[config.mk]
export PLATFORM = sky130hd
export DESIGN_NAME = regfile_arbiter
export DESIGN_NICKNAME = d
export VERILOG_FILES = /design/src/rtl/regfile_arb_pkg.sv /design/src/rtl/rr_pick_2.sv /design/src/rtl/regfile_arbiter.sv
export SDC_FILE = /design/constraint.sdc
export NUM_CORES = 1
export LEC_CHECK = 0
export CAP_MARGIN = 20
export CORE_MARGIN = 4
export CORE_UTILIZATION = 25
export CTS_BUF_LIST = sky130_fd_sc_hd__clkbuf_8
export CTS_CLUSTER_DIAMETER = 120
export DETAILED_ROUTE_END_ITERATION = 6
export GPL_TIMING_DRIVEN = 0
export PLACE_DENSITY = 0.64
export SETUP_SLACK_MARGIN = 0.3
export SLEW_MARGIN = 40
export SYNTH_ARGS = -nofsm -noshare
export SYNTH_HDL_FRONTEND = slang
export SYNTH_SLANG_ARGS = --single-unit
[constraint.sdc]
create_clock -name i_w_clk -period 3.9 [get_ports i_w_clk]
set_input_delay 0.78 -clock i_w_clk [delete_from_list [all_inputs] [get_ports i_w_clk]]
set_output_delay 0.78 -clock i_w_clk [all_outputs]
set_load 0.01 [all_outputs]
[src/rtl/regfile_arb_pkg.sv]
// Shared definitions for the register-file arbiter: FSM state encoding and requester ids.
package regfile_arb_pkg;

  typedef enum logic [1:0] {
    StIdle   = 2'd0,
    StAccess = 2'd1,
    StAck    = 2'd2
  } state_e;

  localparam logic PORT_A = 1'b0;  // microprogram control unit
  localparam logic PORT_B = 1'b1;  // debug-mode front end

endpackage

[src/rtl/rr_pick_2.sv]
// Two-way round-robin picker.
// Ports:
//   req_a_i, req_b_i - request lines
//   last_i           - id of the port served most recently (PORT_A / PORT_B)
//   gnt_o            - one-hot grant, bit 0 = port A, bit 1 = port B; zero when nobody requests
module rr_pick_2
  import regfile_arb_pkg::*;
(
  input  logic       req_a_i,
  input  logic       req_b_i,
  input  logic       last_i,
  output logic [1:0] gnt_o
);

  always_comb begin
    gnt_o = 2'b00;
    if (req_a_i && req_b_i) begin
      // On a tie the port that was not served last goes first.
      gnt_o = (last_i == PORT_A) ? 2'b10 : 2'b01;
    end else if (req_a_i) begin
      gnt_o = 2'b01;
    end else if (req_b_i) begin
      gnt_o = 2'b10;
    end
  end

endmodule

[src/rtl/regfile_arbiter.sv]
// Shares the single-port CPU register file between port A (microprogram control unit) and
// port B (debug front end). Each req/ack transaction takes IDLE -> ACCESS -> ACK: the winning
// command is latched in IDLE, drives the register-file pins for exactly the ACCESS cycle (read
// data captured at its end), and the winner's ack pulses during ACK.
// Ports:
//   i_w_clk, i_w_rst           - clock, synchronous active-high reset
//   i_w_{a,b}_req/_we/_address/_wdata - requester commands, held until ack
//   o_w_{a,b}_ack, o_w_{a,b}_rdata    - completion pulse and last read result per port
//   o_w_rf_address/_in/_we/_oe, i_w_rf_out - register-file pins
//   o_w_busy                   - high whenever the FSM is not idle
// Build option: define REGFILE_ARB_FIXED_PRIO_EN to give port B absolute priority on ties
// (no round-robin pointer; port A can starve while B keeps requesting).
module regfile_arbiter
  import regfile_arb_pkg::*;
#(
  parameter int unsigned p_data_width    = 16,
  parameter int unsigned p_address_width = 3
) (
  input  logic                       i_w_clk,
  input  logic                       i_w_rst,
  input  logic                       i_w_a_req,
  input  logic                       i_w_a_we,
  input  logic [p_address_width-1:0] i_w_a_address,
  input  logic [p_data_width-1:0]    i_w_a_wdata,
  output logic                       o_w_a_ack,
  output logic [p_data_width-1:0]    o_w_a_rdata,
  input  logic                       i_w_b_req,
  input  logic                       i_w_b_we,
  input  logic [p_address_width-1:0] i_w_b_address,
  input  logic [p_data_width-1:0]    i_w_b_wdata,
  output logic                       o_w_b_ack,
  output logic [p_data_width-1:0]    o_w_b_rdata,
  output logic [p_address_width-1:0] o_w_rf_address,
  output logic [p_data_width-1:0]    o_w_rf_in,
  output logic                       o_w_rf_we,
  output logic                       o_w_rf_oe,
  input  logic [p_data_width-1:0]    i_w_rf_out,
  output logic                       o_w_busy
);

  state_e                     state_q, state_d;
  logic                       we_q, we_d;
  logic [p_address_width-1:0] addr_q, addr_d;
  logic [p_data_width-1:0]    wdata_q, wdata_d;
  logic                       win_q, win_d;
  logic [p_data_width-1:0]    rdata_a_q, rdata_a_d;
  logic [p_data_width-1:0]    rdata_b_q, rdata_b_d;
  logic [1:0]                 gnt;

`ifdef REGFILE_ARB_FIXED_PRIO_EN
  assign gnt = i_w_b_req ? 2'b10 : (i_w_a_req ? 2'b01 : 2'b00);
`else
  logic last_q, last_d;

  rr_pick_2 u_pick (
    .req_a_i (i_w_a_req),
    .req_b_i (i_w_b_req),
    .last_i  (last_q),
    .gnt_o   (gnt)
  );

  always_ff @(posedge i_w_clk) begin
    if (i_w_rst) begin
      last_q <= PORT_B;  // pretend B went last so A wins the first tie
    end else begin
      last_q <= last_d;
    end
  end
`endif

  always_comb begin
    state_d        = state_q;
    we_d           = we_q;
    addr_d         = addr_q;
    wdata_d        = wdata_q;
    win_d          = win_q;
    rdata_a_d      = rdata_a_q;
    rdata_b_d      = rdata_b_q;
`ifndef REGFILE_ARB_FIXED_PRIO_EN
    last_d         = last_q;
`endif
    o_w_rf_address = '0;
    o_w_rf_in      = '0;
    o_w_rf_we      = 1'b0;
    o_w_rf_oe      = 1'b0;
    o_w_a_ack      = 1'b0;
    o_w_b_ack      = 1'b0;

    unique case (state_q)
      StIdle: begin
        if (gnt != 2'b00) begin
          win_d   = gnt[1] ? PORT_B : PORT_A;
          we_d    = gnt[1] ? i_w_b_we      : i_w_a_we;
          addr_d  = gnt[1] ? i_w_b_address : i_w_a_address;
          wdata_d = gnt[1] ? i_w_b_wdata   : i_w_a_wdata;
          state_d = StAccess;
        end
      end
      StAccess: begin
        o_w_rf_address = addr_q;
        if (we_q) begin
          // Gated combinationally so a reset landing here never commits the write.
          o_w_rf_we = ~i_w_rst;
          o_w_rf_in = wdata_q;
        end else begin
          o_w_rf_oe = 1'b1;
          if (win_q == PORT_B) begin
            rdata_b_d = i_w_rf_out;
          end else begin
            rdata_a_d = i_w_rf_out;
          end
        end
`ifndef REGFILE_ARB_FIXED_PRIO_EN
        last_d = win_q;
`endif
        state_d = StAck;
      end
      StAck: begin
        o_w_a_ack = (win_q == PORT_A);
        o_w_b_ack = (win_q == PORT_B);
        state_d   = StIdle;
      end
      default: state_d = StIdle;
    endcase
  end

  always_ff @(posedge i_w_clk) begin
    if (i_w_rst) begin
      state_q   <= StIdle;
      we_q      <= 1'b0;
      addr_q    <= '0;
      wdata_q   <= '0;
      win_q     <= PORT_A;
      rdata_a_q <= '0;
      rdata_b_q <= '0;
    end else begin
      state_q   <= state_d;
      we_q      <= we_d;
      addr_q    <= addr_d;
      wdata_q   <= wdata_d;
      win_q     <= win_d;
      rdata_a_q <= rdata_a_d;
      rdata_b_q <= rdata_b_d;
    end
  end

  assign o_w_a_rdata = rdata_a_q;
  assign o_w_b_rdata = rdata_b_q;
  assign o_w_busy    = (state_q != StIdle);

endmodule

==> impl_metrics.ini <==
[placed_design]
place_area_um2 = 3740
dp_cells = 547
gp_congestion = 0.748
io_buffers = 114
dp_hpwl_um = 5900

[timing]
rsz0062_at_grt = false
maxSlewViolCount = 0
final_period_minus_worst_setup_slack_ns = 3.11
fin_tns_setup_ns = 0
max_slew_margin_pct = 51.6
clock_skew_ns = 0.00835
finalCritPeriodShare_pct = 79.6
setup_viol = 0
fmax_mhz = 322
hold_viol_final = 0
worstMarginPinSlew_ns = 0.726

[critical_path]
startpoint_type = flop
worstSetupEndpointType = output pin
worst-r2r-setup-slack_ns = 2.40
reg2reg_to = o_w_a_rdata[11]$_SDFFE_PP0P_
worstSetupPathType = reg2out
arrival_ns = 2.33
critical_path_required_ns = 3.12
r2r_start = win_q$_SDFFE_PP0P_
r2r_cells = 5
crit_path_max_fanout = 10

[synth]
synth_compound_area_share_pct = 20.5
synth_seq_cells = 56
async_flop_share_pct = 0
synth-edff-count = 0
synth_ff_type = dfxtp_1
synthAdderAreaFrac_pct = 0
ys_seq_area_share_pct = 45.9
synth_area_um2 = 2440
synth_nets = 364
syn_inst = 304
synthMuxAreaShare_pct = 0
syn_avg_cell_area_um2 = 8.03
synth_top_family_by_area = simple AND/OR/NAND/NOR gates
yosysWarnings = 0
synth_xor_area_share_pct = 0
synth-simple-area-share_pct = 27.6
yosysUniqueCellTypes = 31

[cells_and_area]
syn_to_final_growth_pct = 58.0
antennaDiodeCount = 0
final_cell_mix = clkdlybuf4s50_1, nand2_1, dfxtp_1, a21oi_1, a311oi_1
design_area_um2 = 3860
nets = 485
fin_cells = 555
drive_gt1_share_pct = 10.6
layout_commonest_cell = clkdlybuf4s50_1

[pwr]
p_switching_mw = 0.363
p_sw_share_pct = 27.6
vdd_drop_max_v = 0.000151
total_leakage_power_nw = 1.41
internal_power_mw = 0.952
comb_power_share_pct = 21.4
power.density_nw_per_um2 = 341
seqPwrFrac_pct = 48.4
clock_power_share_pct = 30.2

[flow_run]
drv_cap = 0

[detailed_routing]
post_drt_wl_per_cell_um = 13.8
vias = 2511
drtAntennaViolNets = 0
drt_first_pass_iters = 4
drtIter0Drc = 67
wirelength_um = 7660
vias_per_cell = 4.52
drcViolationCount = 0

[clocking]
max-clock-path-buffers = 2
htreeDepth = 2
cts-resized-gates = 0
clk_pin_slew_ns = 0.10
clkLatencyLatePin_ns = 0.31
cts_tree = yes
root_buffer = clkbuf_8
cts_hold_buf = 0
cts_buffers = 5
clock_sinks = 56
post_cts_buffers = 0

[floorplan]
core-area_um2 = 9370
die_y_um = 107
start_util_pct = 26.1
dieArea_um2 = 11400
fp-row-count = 35
ioPinCount = 116
die_w_um = 107

[grt]
grt_pass1_wl_um = 12200
grtUsageTotal_pct = 13.4
antenna_found_initial = 0
grt_overflow = 0
grt_start_max_net_pins = 19
grt_pass1_vias = 2476

[min_path]
hold_depth = 2
min_from = o_w_b_rdata[0]$_SDFFE_PP0P_
hold-path-endpoint = o_w_b_rdata[0]$_SDFFE_PP0P_
hold_class = reg2reg

[status]
status = finished clean
-- layout make-up --
class / instances / area [um^2]
Timing Repair Buffer: 114 / 1140
Buffer: 27 / 143
Multi-Input combinational cell: 220 / 1170
Clock buffer: 5 / 68.8
Tap cell: 129 / 161
Inverter: 1 / 3.75
Clock inverter: 3 / 46.3
Fill cell: 1018 / 5510
Sequential cell: 56 / 1120
-- state kept, by name, summed over array words and instances, names as in the netlist --
| register | count |
|---|---|
| addr_q | 3 |
| wdata_q | 16 |
| o_w_b_rdata | 16 |
| o_w_a_rdata | 16 |
| state_q | 2 |
| last_q | 1 |
| we_q | 1 |
| win_q | 1 |
-- critical path, cell delays in order (launching register included) --
cell	delay (ns)
dfxtp_1	0.45
clkbuf_1	0.38
clkbuf_1	0.39
and3_1	0.25
clkdlybuf4s50_1	0.54
-- power groups by stage --
stage                     clock, mW  sequential, mW  combinational (mW)
final                         0.396           0.637               0.282
after global routing          0.430           0.644               0.312
after CTS                     0.409           0.637               0.287
after detailed placement          0           0.650               0.286
after global placement            0           0.649               0.282
after floorplan                   0           0.651               0.138
-- synthesized netlist by cell type, drive strengths merged (3+ instances only) --
cell type    n  share of area (%)
clkbuf      14                2.3
a311oi      20                7.2
a21oi       53                 12
buf         13                3.6
nor2         6               0.92
and2         3               0.77
nand2      108                 18
dfxtp       56                 46
and3        16                4.1
-- through the flow --
stage	setup slack, ns	util, %	hold WS [ns]	power, mW
after floorplan	1.75	-	0.459	0.789
after CTS	0.759	41.2	0.461	1.33
final	0.795	41.2	0.460	1.31
after global placement	0.994	40.0	0.443	0.931
after detailed placement	0.992	40.0	0.446	0.936
after global routing	0.566	41.2	0.482	1.39
-- worst max path at each step --
| stage | from | end | slack, ns | depth (start not counted) |
|---|---|---|---|---|
| 3_3_place_gp | i_w_rst | o_w_rf_we | 0.99 | 4 |
| 4_1_cts | we_q$_SDFFE_PP0P_ | o_w_rf_in[11] | 0.76 | 4 |
| 6_report | we_q$_SDFFE_PP0P_ | o_w_rf_in[11] | 0.79 | 4 |
| 2_1_floorplan | i_w_rst | o_w_rf_we | 1.75 | 3 |
| 3_5_place_dp | i_w_rst | o_w_rf_we | 0.99 | 4 |
| 5_1_grt | we_q$_SDFFE_PP0P_ | o_w_rf_in[10] | 0.57 | 4 |
-- routing by layer --
| layer | share of wire, % | track usage, % |
|---|---|---|
| met1 | 44 | 16.4 |
| met2 | 47 | 23.1 |
| met3 | 7.7 | 4.21 |
| met4 | 0.56 | 2.47 |
| met5 | 0 | 0 |
-- cell families after synthesis --
kind of cell / Yosys count
AOI/OAI and AO/OA: 76
buffers and inverters: 28
DFF: 56
and+or+nand+nor: 144
Power figures use the tool's default switching activity.
